==> src/rtl/sudoku_pkg.sv <==
// Shared types and index helpers for the Sudoku cell picker.
// Cells are numbered row-major: idx = row*GRID_N + col.
package sudoku_pkg;

    localparam int GRID_N = 9;
    localparam int CELLS  = GRID_N * GRID_N;

    typedef logic [6:0] cell_idx_t;

    typedef struct packed {
        logic [3:0] row;
        logic [3:0] col;
    } cell_rc_t;

    typedef enum logic [2:0] {
        IDLE,
        DRAW,
        PROBE,
        EMIT,
        DONE
    } picker_state_t;

    function automatic cell_idx_t rc_to_idx(input logic [3:0] row, input logic [3:0] col);
        return 7'({3'b000, row} * 7'(GRID_N) + {3'b000, col});
    endfunction

    function automatic cell_rc_t idx_to_rc(input cell_idx_t idx);
        cell_rc_t rc;
        rc.row = 4'(idx / 7'(GRID_N));
        rc.col = 4'(idx % 7'(GRID_N));
        return rc;
    endfunction

endpackage

==> src/rtl/sudoku_used_mask.sv <==
// One bit per cell recording which cells were already issued this run.
// Indices outside the grid read as free and are never written.
module sudoku_used_mask
    import sudoku_pkg::*;
(
    input  logic      i_clk,
    input  logic      i_clr,
    input  logic      i_set,
    input  cell_idx_t i_idx,
    output logic      o_used
);

    logic [CELLS-1:0] r_mask;
    logic             w_in_range;

    assign w_in_range = (i_idx < 7'(CELLS));
    assign o_used     = w_in_range ? r_mask[i_idx] : 1'b0;

    always_ff @(posedge i_clk) begin
        if (i_clr) begin
            r_mask <= '0;
        end else if (i_set && w_in_range) begin
            r_mask[i_idx] <= 1'b1;
        end
    end

endmodule

==> src/rtl/sudoku_cell_picker.sv <==
// Turns LFSR words into a run of unique (row, col) Sudoku cell picks.
// Out-of-range or duplicate draws fall back to a linear probe so each pick finishes in bounded time.
module sudoku_cell_picker
    import sudoku_pkg::*;
#(
    parameter int MAX_REJECT = 8
) (
    input  logic        in_clka,
    input  logic        in_reset,
    input  logic        start,
    input  logic [6:0]  num_picks,
    input  logic [23:0] rand_in,
    input  logic        rand_valid,
    output logic        gen_rand_flag,
    output logic        pick_valid,
    input  logic        pick_ready,
    output logic [3:0]  pick_row,
    output logic [3:0]  pick_col,
    output logic        busy,
    output logic        done,
    output logic [7:0]  reject_cnt
);

    picker_state_t r_state, w_state_nxt;
    cell_idx_t     r_idx, w_idx_nxt, w_test_idx, w_draw_idx;
    logic [6:0]    r_n, r_count, w_n_clamped;
    logic [7:0]    r_consec, r_reject_cnt;
    cell_rc_t      r_pick, w_pick_rc;
    logic [3:0]    w_draw_r, w_draw_c;
    logic          w_draw_ok, w_used, w_accept;
    logic          w_start_run, w_mask_set, w_rej_inc, w_consec_inc, w_consec_clr;
    logic          w_idx_load, w_pick_load;
    logic          w_unused_rand;

    assign w_draw_r      = rand_in[3:0];
    assign w_draw_c      = rand_in[7:4];
    assign w_unused_rand = ^rand_in[23:8];
    assign w_draw_ok     = (w_draw_r < 4'(GRID_N)) && (w_draw_c < 4'(GRID_N));
    assign w_draw_idx    = rc_to_idx(w_draw_r, w_draw_c);
    assign w_test_idx    = (r_state == DRAW) ? w_draw_idx : r_idx;
    assign w_n_clamped   = (num_picks > 7'(CELLS)) ? 7'(CELLS) : num_picks;
    assign w_accept      = (r_state == EMIT) && pick_ready;

    sudoku_used_mask u_mask (
        .i_clk  (in_clka),
        .i_clr  (in_reset | w_start_run),
        .i_set  (w_mask_set),
        .i_idx  (w_test_idx),
        .o_used (w_used)
    );

    always_ff @(posedge in_clka) begin
        if (in_reset) begin
            r_state <= IDLE;
        end else begin
            r_state <= w_state_nxt;
        end
    end

    always_comb begin
        w_state_nxt  = r_state;
        w_start_run  = 1'b0;
        w_mask_set   = 1'b0;
        w_rej_inc    = 1'b0;
        w_consec_inc = 1'b0;
        w_consec_clr = 1'b0;
        w_idx_load   = 1'b0;
        w_idx_nxt    = r_idx;
        w_pick_load  = 1'b0;
        w_pick_rc    = '{row: w_draw_r, col: w_draw_c};
        case (r_state)
            IDLE, DONE: begin
                if (start) begin
                    w_start_run = 1'b1;
                    w_state_nxt = (w_n_clamped == 7'd0) ? DONE : DRAW;
                end
            end
            DRAW: begin
                if (rand_valid) begin
                    if (!w_draw_ok) begin
                        w_rej_inc = 1'b1;
                        // Too many misses in a row: derive a start cell and probe instead.
                        if (r_consec == 8'(MAX_REJECT - 1)) begin
                            w_consec_clr = 1'b1;
                            w_idx_load   = 1'b1;
                            w_idx_nxt    = rand_in[6:0] % 7'(CELLS);
                            w_state_nxt  = PROBE;
                        end else begin
                            w_consec_inc = 1'b1;
                        end
                    end else if (w_used) begin
                        w_rej_inc    = 1'b1;
                        w_consec_clr = 1'b1;
                        w_idx_load   = 1'b1;
                        w_idx_nxt    = w_draw_idx;
                        w_state_nxt  = PROBE;
                    end else begin
                        w_consec_clr = 1'b1;
                        w_mask_set   = 1'b1;
                        w_pick_load  = 1'b1;
                        w_state_nxt  = EMIT;
                    end
                end
            end
            PROBE: begin
                if (!w_used) begin
                    w_mask_set  = 1'b1;
                    w_pick_load = 1'b1;
                    w_pick_rc   = idx_to_rc(r_idx);
                    w_state_nxt = EMIT;
                end else begin
                    w_idx_load = 1'b1;
                    w_idx_nxt  = (r_idx == 7'(CELLS - 1)) ? 7'd0 : r_idx + 7'd1;
                end
            end
            EMIT: begin
                if (pick_ready) begin
                    w_state_nxt = (r_count + 7'd1 == r_n) ? DONE : DRAW;
                end
            end
            default: w_state_nxt = IDLE;
        endcase
    end

    always_ff @(posedge in_clka) begin
        if (in_reset) begin
            r_n          <= '0;
            r_count      <= '0;
            r_consec     <= '0;
            r_reject_cnt <= '0;
            r_idx        <= '0;
            r_pick       <= '0;
        end else begin
            if (w_start_run) begin
                r_n          <= w_n_clamped;
                r_count      <= '0;
                r_consec     <= '0;
                r_reject_cnt <= '0;
            end
            if (w_rej_inc && (r_reject_cnt != 8'hFF)) begin
                r_reject_cnt <= r_reject_cnt + 8'd1;
            end
            if (w_consec_clr) begin
                r_consec <= '0;
            end else if (w_consec_inc) begin
                r_consec <= r_consec + 8'd1;
            end
            if (w_idx_load) begin
                r_idx <= w_idx_nxt;
            end
            if (w_pick_load) begin
                r_pick <= w_pick_rc;
            end
            if (w_accept) begin
                r_count <= r_count + 7'd1;
            end
        end
    end

    assign gen_rand_flag = (r_state == DRAW);
    assign pick_valid    = (r_state == EMIT);
    assign busy          = (r_state == DRAW) || (r_state == PROBE) || (r_state == EMIT);
    assign done          = (r_state == DONE);
    assign pick_row      = r_pick.row;
    assign pick_col      = r_pick.col;
    assign reject_cnt    = r_reject_cnt;

endmodule

==> config.mk <==
export PLATFORM = sky130hd
export DESIGN_NAME = sudoku_cell_picker
export DESIGN_NICKNAME = d
export VERILOG_FILES = /design/src/rtl/sudoku_pkg.sv /design/src/rtl/sudoku_used_mask.sv /design/src/rtl/sudoku_cell_picker.sv
export SDC_FILE = /design/constraint.sdc
export NUM_CORES = 1
export LEC_CHECK = 0
export BUFFER_PORTS_ARGS = -buffer_cell sky130_fd_sc_hd__buf_4
export CORE_MARGIN = 3
export CORE_UTILIZATION = 50
export CTS_BUF_LIST = sky130_fd_sc_hd__clkbuf_2
export DETAILED_ROUTE_END_ITERATION = 8
export GPL_TIMING_DRIVEN = 1
export PLACE_DENSITY = 0.77
export SYNTH_ARGS = -nofsm -noshare
export SYNTH_HDL_FRONTEND = slang
export SYNTH_HIERARCHICAL = 1
export SYNTH_SLANG_ARGS = --single-unit
==> constraint.sdc <==
create_clock -name in_clka -period 12.53 [get_ports in_clka]
set_clock_uncertainty 0.15 [all_clocks]
set_input_delay 0.6265 -clock in_clka [delete_from_list [all_inputs] [get_ports in_clka]]
set_output_delay 0.6265 -clock in_clka [all_outputs]
set_load 0.02 [all_outputs]
## After elaboration in Yosys (flattened, before gate mapping)

Index checks and enable logic that the tools add are counted.

| operators by class | value |
|---|---|
| add/sub/neg operators | 5 |
| multipliers | 1 |
| div/mod/pow operators | 3 |
| $lt $le $gt $ge | 6 |
| equal/unequal tests | 15 |
| muxes and demuxes | 52 |
| bitwise gates (word level) | 2 |
| reductions and logical operators | 17 |

Operators with widths:

| operator | number |
|---|---|
| 81-bit OR | 1 |
| 7-bit two-way mux | 10 |
| 8-bit two-way mux | 5 |
| 3-bit two-way mux | 8 |
| 1-bit two-way mux | 23 |
| 8-bit by 1-bit adder with 8-bit output, second input constant | 2 |
| 7-bit by 1-bit adder with 7-bit output, second input constant | 2 |
| 7-bit case mux with 2 select lines | 1 |
| 3-bit case mux with 4 select lines | 1 |
| 8-bit by 3-bit equality test with 1-bit output, second input constant | 1 |
| 4-bit less-than comparator, second input constant | 2 |
| 7-bit by 8-bit less-than comparator with 1-bit output, second input constant | 1 |
| 2-bit inequality test, second input constant | 4 |
| 8-bit inequality test, second input constant | 1 |
| 2-bit nonzero test | 4 |
| 7-bit by 4-bit adder with 7-bit output | 1 |
| 1-bit binary-select mux with 7-bit select | 1 |
| 1-bit demux with 7-bit select | 1 |
| 7-bit by 4-bit divider with 7-bit output, second input constant | 1 |
| 7-bit equality test | 1 |
| 7-bit equality test, second input constant | 1 |
| 7-bit by 1-bit greater-or-equal comparator with 1-bit output, second input constant | 1 |
| 7-bit > comparator, second input constant | 1 |
| 7-bit logical NOT | 1 |
| 18 further kinds | 26 |

| word-level totals | value |
|---|---|
| register bits after elaboration | 129 |
| bits of input ports | 36 |
| output and inout port bits | 20 |
| word-level logic and storage cells | 110 |

## Longest topological paths before layout

| depth | value |
|---|---|
| depth after elaboration | 12 |
| mapped depth | 21 |
| depth with buffers taken out | 18 |

## Hierarchy

Netlist, hierarchy kept.

Modules (own cells, without submodules):

| module | times used | cells each | area an instance (sq um) | seq. area each (sq um) |
|---|---|---|---|---|
| sudoku_cell_picker | 1 | 489 | 3,857.4 | 960.9 |
| sudoku_used_mask | 1 | 376 | 3,331.9 | 1,621.6 |

## Worst setup path after synthesis

No wires, ideal clock.

| timing | value |
|---|---|
| path type | in2reg |
| from | input port rand_in[1] |
| to | register u_mask.r_mask[2] |
| setup time | 67 ps |
| data arrival time | 4,959 ps |
| data required time | 12,313 ps |
| path slack | 7,354 ps |
| cell stages on the path | 18 |
| buffers on the path | 2 |
| path through | ha_1 > ha_1 > fa_1 > nand2_1 > o21ai_0 > buf_2 > mux4_2 > mux4_2 > mux2i_1 > nor2_1 > or3_1 > bufbuf_16 > o21bai_1 > inv_1 > nand3_1 > nor3_1 > a21oi_1 > nor2_1 |

| on the way | value |
|---|---|
| longest elaborated chain between the ends | 11 |
| elaborated cells between the ends (all ways) | 20 |
| classes of those cells | add/sub: 1; mul: 1; order compare: 4; mux: 10; bitwise: 1; reduce/logical: 3 |

RTL lines:

| element | RTL line | RTL |
|---|---|---|
| start: declaration | sudoku_cell_picker.sv:12 | `input logic [23:0] rand_in,` |
| 4-bit by 4-bit multiplier with 7-bit output (*) | sudoku_pkg.sv:24 | `return 7'({3'b000, row} * 7'(GRID_N) + {3'b000, col});` |
| 7-bit by 4-bit adder with 7-bit output (*) | sudoku_pkg.sv:24 |  |
| 7-bit two-way mux (*) | sudoku_cell_picker.sv:40 | `assign w_test_idx = (r_state == DRAW) ? w_draw_idx : r_idx;` |
| via w_test_idx[2] | sudoku_cell_picker.sv:25 | `cell_idx_t r_idx, w_idx_nxt, w_test_idx, w_draw_idx;` |
| 1-bit binary-select mux with 7-bit select | sudoku_used_mask.sv:17 | `assign o_used = w_in_range ? r_mask[i_idx] : 1'b0;` |
| 1-bit two-way mux (not written as such) | sudoku_used_mask.sv:17 |  |
| 1-bit two-way mux (*) | sudoku_used_mask.sv:17 |  |
| via w_used | sudoku_cell_picker.sv:30 | `logic w_draw_ok, w_used, w_accept;` |
| 1-bit two-way mux (*) | sudoku_cell_picker.sv:91, sudoku_cell_picker.sv:106 |  |
| 1-bit two-way mux | sudoku_cell_picker.sv:80 | `if (!w_draw_ok) begin` |
| 1-bit two-way mux | sudoku_cell_picker.sv:79 | `if (rand_valid) begin` |
| 1-bit case mux with 2 select lines (*) | sudoku_cell_picker.sv:71 | `case (r_state)` |
| via w_mask_set | sudoku_cell_picker.sv:31 | `logic w_start_run, w_mask_set, w_rej_inc, w_consec_inc, w_consec_clr;` |
| 1-bit logical AND (*) | sudoku_used_mask.sv:22 | `end else if (i_set && w_in_range) begin` |
| end signal: assignment | sudoku_used_mask.sv:21 | `r_mask <= '0;` |
| end signal: indexed assignment | sudoku_used_mask.sv:23 | `r_mask[i_idx] <= 1'b1;` |
| end: declaration | sudoku_used_mask.sv:13 | `logic [CELLS-1:0] r_mask;` |

The timed path passes the listed nets; every way through them passes the cells marked *. The select of a mux whose other input is x is not followed.
A chain may end at the register's enable or synchronous reset.

## Final worst setup path

| timing | value |
|---|---|
| from | register r_state[0] |
| to | register u_mask.r_mask[49] |

| on the way | value |
|---|---|
| longest elaborated chain between the ends | 10 |
| elaborated cells between the ends (all ways) | 23 |
| classes of those cells | order compare: 3; eq/ne: 3; mux: 11; bitwise: 2; reduce/logical: 4 |

RTL lines:

| element | RTL line | RTL |
|---|---|---|
| start: declaration | sudoku_cell_picker.sv:24 | `picker_state_t r_state, w_state_nxt;` |
| start signal: assignment | sudoku_cell_picker.sv:56 | `r_state <= w_state_nxt;` |
| 3-bit by 1-bit equality test with 1-bit output (*) | sudoku_cell_picker.sv:40 |  |
| 7-bit two-way mux (*) | sudoku_cell_picker.sv:40 |  |
| via w_test_idx[0] | sudoku_cell_picker.sv:25 |  |
| 1-bit binary-select mux with 7-bit select | sudoku_used_mask.sv:17 |  |
| 1-bit two-way mux (not written as such) | sudoku_used_mask.sv:17 |  |
| 1-bit two-way mux (*) | sudoku_used_mask.sv:17 |  |
| via w_used | sudoku_cell_picker.sv:30 |  |
| 1-bit two-way mux (*) | sudoku_cell_picker.sv:91, sudoku_cell_picker.sv:106 |  |
| 1-bit two-way mux | sudoku_cell_picker.sv:80 |  |
| 1-bit two-way mux | sudoku_cell_picker.sv:79 |  |
| 1-bit case mux with 2 select lines (*) | sudoku_cell_picker.sv:71 |  |
| via w_mask_set | sudoku_cell_picker.sv:31 |  |
| 1-bit logical AND (*) | sudoku_used_mask.sv:22 |  |

Marked as above.

==> impl_summary.log <==
[metrics] status: finished clean
[metrics] maximum buffer depth of the clock tree: 2
[metrics] complex-gate fraction of the synthesized area: 22.4%
[metrics] average wire per standard cell: 15.9 um
[metrics] core region area: 14000 um2
[metrics] Post-Syn Area: 7190 um2
[metrics] worst setup path class: reg -> reg
[metrics] time the worst path needs with I/O delays and setup: 6.00 ns
[metrics] maximum ir drop on the vdd rail: 0.0926 mV
[metrics] initial antenna violation count: 1
[metrics] max-cap violations: 0
[metrics] Root Buffer Master: clkbuf_2
[metrics] number of hold-repair buffers added at the cts stage: 7
[metrics] wire length of the first global-routing pass: 29.2 mm
[metrics] combinational family with the most area after synthesis: simple AND/OR/NAND/NOR gates
[metrics] Clock H-tree levels: 4
[metrics] buffers and inverters on the worst path: 3
[metrics] number of unique standard cell types used by synthesis: 98
[metrics] Layout area overhead: 7.95%
[metrics] path category of the worst min-delay check: in -> reg
[metrics] standard cell with the maximum stage delay on the critical path: nor2_1
[metrics] flops & latches, synth: 129
[metrics] part of the cycle the worst path needs: 47.9%
[metrics] Critical Path Max Stage Delay: 0.86 ns
[metrics] cell-by-cell trace of the critical path: or3b_1 > clkinv_1 > nand2_1 > o21ai_2 > buf_4 > mux4_1 > mux4_2 > mux2i_1 > nor2_1 > or3_1 > o21bai_1 > inv_1 > nand4b_1 > nor2_1 > a21oi_1 > nor2_1
[metrics] simple-gate portion of the synthesized area: 23.2%
[metrics] EDFF count, synth: 0
[metrics] Site Rows: 43
[metrics] transition time at the pin with the least slew margin: 1.08 ns
[metrics] CP dominant cell by count: nor2_1
[metrics] insertion delay of the later-clocked pin in the worst-skew pair: 0.71 ns
[metrics] Max Freq: 167 MHz
[metrics] residual antenna-violating net count after detailed routing: 0
[metrics] crit path capture type: flip-flop
[metrics] residual DRC count: 0
[metrics] mean post-synth cell area: 8.31 um2
[metrics] critical path data required time: 13.01 ns
[metrics] gr busiest metal: met2
[metrics] post-synth top area share: 35.9%
[metrics] part of the Yosys area used for sequential elements: 35.9%
[metrics] final design utilization: 55.5%
[metrics] ys flop type: dfxtp_1
[metrics] sequential cell area in the final layout: 2580 um2
[metrics] Buffers on Ports: 39
[metrics] data arrival time at the worst-slack endpoint: 6.49 ns
[metrics] Detailed Routing Iterations Pass 1: 5
[metrics] Register-to-Register Setup Slack: 6.53 ns
[metrics] last weighted congestion value of the routability-driven placer: 0.886
[metrics] parity-gate share of the synthesized area counting xor and xnor cells: 2.85%
[metrics] power per cell area: 149 nW/um2
[metrics] met3 capacity usage during global routing: 5.43%
[metrics] fraction of final layout cells with drive strength greater than 1: 13.7%
[metrics] via count of the first global-routing pass: 5960
[metrics] multiplexer share of the synthesized area: 6.80%
[metrics] overall power of the completed layout: 0.00115 W
[metrics] net count reported at finish: 947
[metrics] die outline width: 126 um
[metrics] static power due to leakage: 2.87 nW
[metrics] count of mapped cells out of synthesis: 865
[metrics] syn nets: 923
[metrics] post-CTS sizing: 0
[metrics] Finish-stage setup viols: 0
[metrics] total setup buffers inserted after CTS: 0
[metrics] Final Hold Fails: 0
[metrics] final HPWL from detailed placement: 11.4 mm
[metrics] Die Height: 126 um
[metrics] async set-or-reset flop fraction in the synthesized netlist: 0%
[metrics] starting utilization of the core area: 51.4%
[metrics] Detailed Route Iter0 Violations: 552
[metrics] largest driver fanout on the critical path: 32
[metrics] via count: 6421
[metrics] global-route usage over all layers: 22.1%
[metrics] library cell occupying the most area in the post-synthesis netlist: dfxtp_1
[metrics] aggregate routed wire length: 17.3 mm
[metrics] die area: 15900 um2
[metrics] CP Launch Type: flip-flop
[metrics] number of pins with negative max-slew slack in the final report: 0
[metrics] number of primary I/O pins: 56
[metrics] setup TNS: 0 ns
[metrics] commonest non-fill, non-tap cells in the layout: nor2_1, dfxtp_1, a21oi_1, nand2_1, buf_4
[metrics] Synth warnings: 6
[metrics] met1 Track Usage GR: 30.6%
[metrics] Congestion Overflow GR: 0
[metrics] pin count of the biggest net entering global routing: 82
[metrics] via/cell ratio: 5.93
[metrics] total of fill cells in the finished design: 1324
[metrics] critical path's top delay family: simple AND/OR/NAND/NOR gates
[metrics] commonest non-fill, non-tap cell in the layout: nor2_1
[metrics] clock-pin slew on the worst setup and hold paths: 0.19 ns
[metrics] unrepaired setup endpoints after global routing: no
[metrics] combined area of the multi-input logic cells: 4280 um2
[metrics] CTS tree: done
[metrics] Max-Slew Margin vs Limit: 27.7%
[metrics] clock buffers created by TritonCTS: 17
[metrics] Global Route met2 Usage: 34.0%
[metrics] most area-consuming cells after synthesis: dfxtp_1, a21oi_1, nor2_1
[metrics] fraction of the mapped netlist area in adder cells: 4.07%
[metrics] clock net sink count: 129
-- report_power, final --
group	switching (W)	internal (W)
sequential	0.0000268	0.000429
combinational	0.000303	0.000161
clock	0.000164	0.0000693
-- worst reg2reg max path, delay by kind of cell (launching register included) --
family,cells,cell delay (ns)
flip-flops,1,0.62
AND/OR/NAND/NOR,7,2.43
multiplexers,3,1.27
AO/OA/AOI/OAI,3,0.58
buffers and inverters,3,0.92
-- flip-flops by register name, indices dropped and copies added (netlist names) --
register,cells
reject_cnt,8
r_state,3
pick_row,4
pick_col,4
r_n,7
u_mask/r_mask,81
r_consec,8
r_count,7
r_idx,7
-- per-layer routing --
layer / up-vias / share of wire (%)
met4: 0 / 2.2
met1: 3031 / 47
li1: 3191 / -
met2: 167 / 46
met5: - / 0
met3: 32 / 5.4
-- synth_stat cells, drive strengths merged, types with 7 or more instances --
master / n
nor2: 149
dfxtp: 129
a21oi: 127
nand2: 57
o21ai: 41
clkbuf: 25
buf: 22
ha: 21
nand3: 21
nor3: 19
nand2b: 15
inv: 13
mux2: 12
mux2i: 11
xor2: 11
and3: 10
mux4: 10
nand3b: 10
o211ai: 10
a211oi: 9
nor2b: 9
xnor2: 9
a22o: 8
a22oi: 7
a31oi: 7
and2: 7
-- worst paths after layout --
kind	from	end	depth (start not counted)
worst min-delay path	rand_in[1]	pick_row[1]$_SDFFE_PP0P_	3
worst min register to register	r_count[6]$_SDFFE_PP0P_	r_count[6]$_SDFFE_PP0P_	2
worst max-delay path	r_state[0]$_SDFFE_PP0P_	u_mask/r_mask[49]$_SDFFE_PP0P_	16
worst max register to register	r_state[0]$_SDFFE_PP0P_	u_mask/r_mask[49]$_SDFFE_PP0P_	16
-- cell type report --
cell class | count | share of cell area, %
Sequential cell | 129 | 33.3
Antenna cell | 1 | 0.0322
Timing Repair Buffer | 53 | 5.35
Inverter | 15 | 0.725
Multi-Input combinational cell | 673 | 55.1
Clock buffer | 17 | 1.10
Clock inverter | 15 | 1.50
Tap cell | 180 | 2.90
-- logic make-up after synthesis --
family,after synthesis
AO/OA/AOI/OAI,256
XOR/XNOR,21
adder cells (fa/ha/maj),23
buffers and inverters,63
flip-flops,129
multiplexers,33
AND/OR/NAND/NOR,340
-- per-stage QoR --
step	setup WS, ns	hold WS [ns]	std cells	cell area [um2]
detailed placement	6.22	0.300	1043	7490
CTS	6.63	0.000833	1082	7760
global placement	6.27	0.291	1043	7490
global route	6.12	0.0171	1083	7760
finish	6.53	0.0558	1083	7760
floorplan	7.35	0.278	865	7190
No activity file was read; power rests on OpenSTA's default activity.
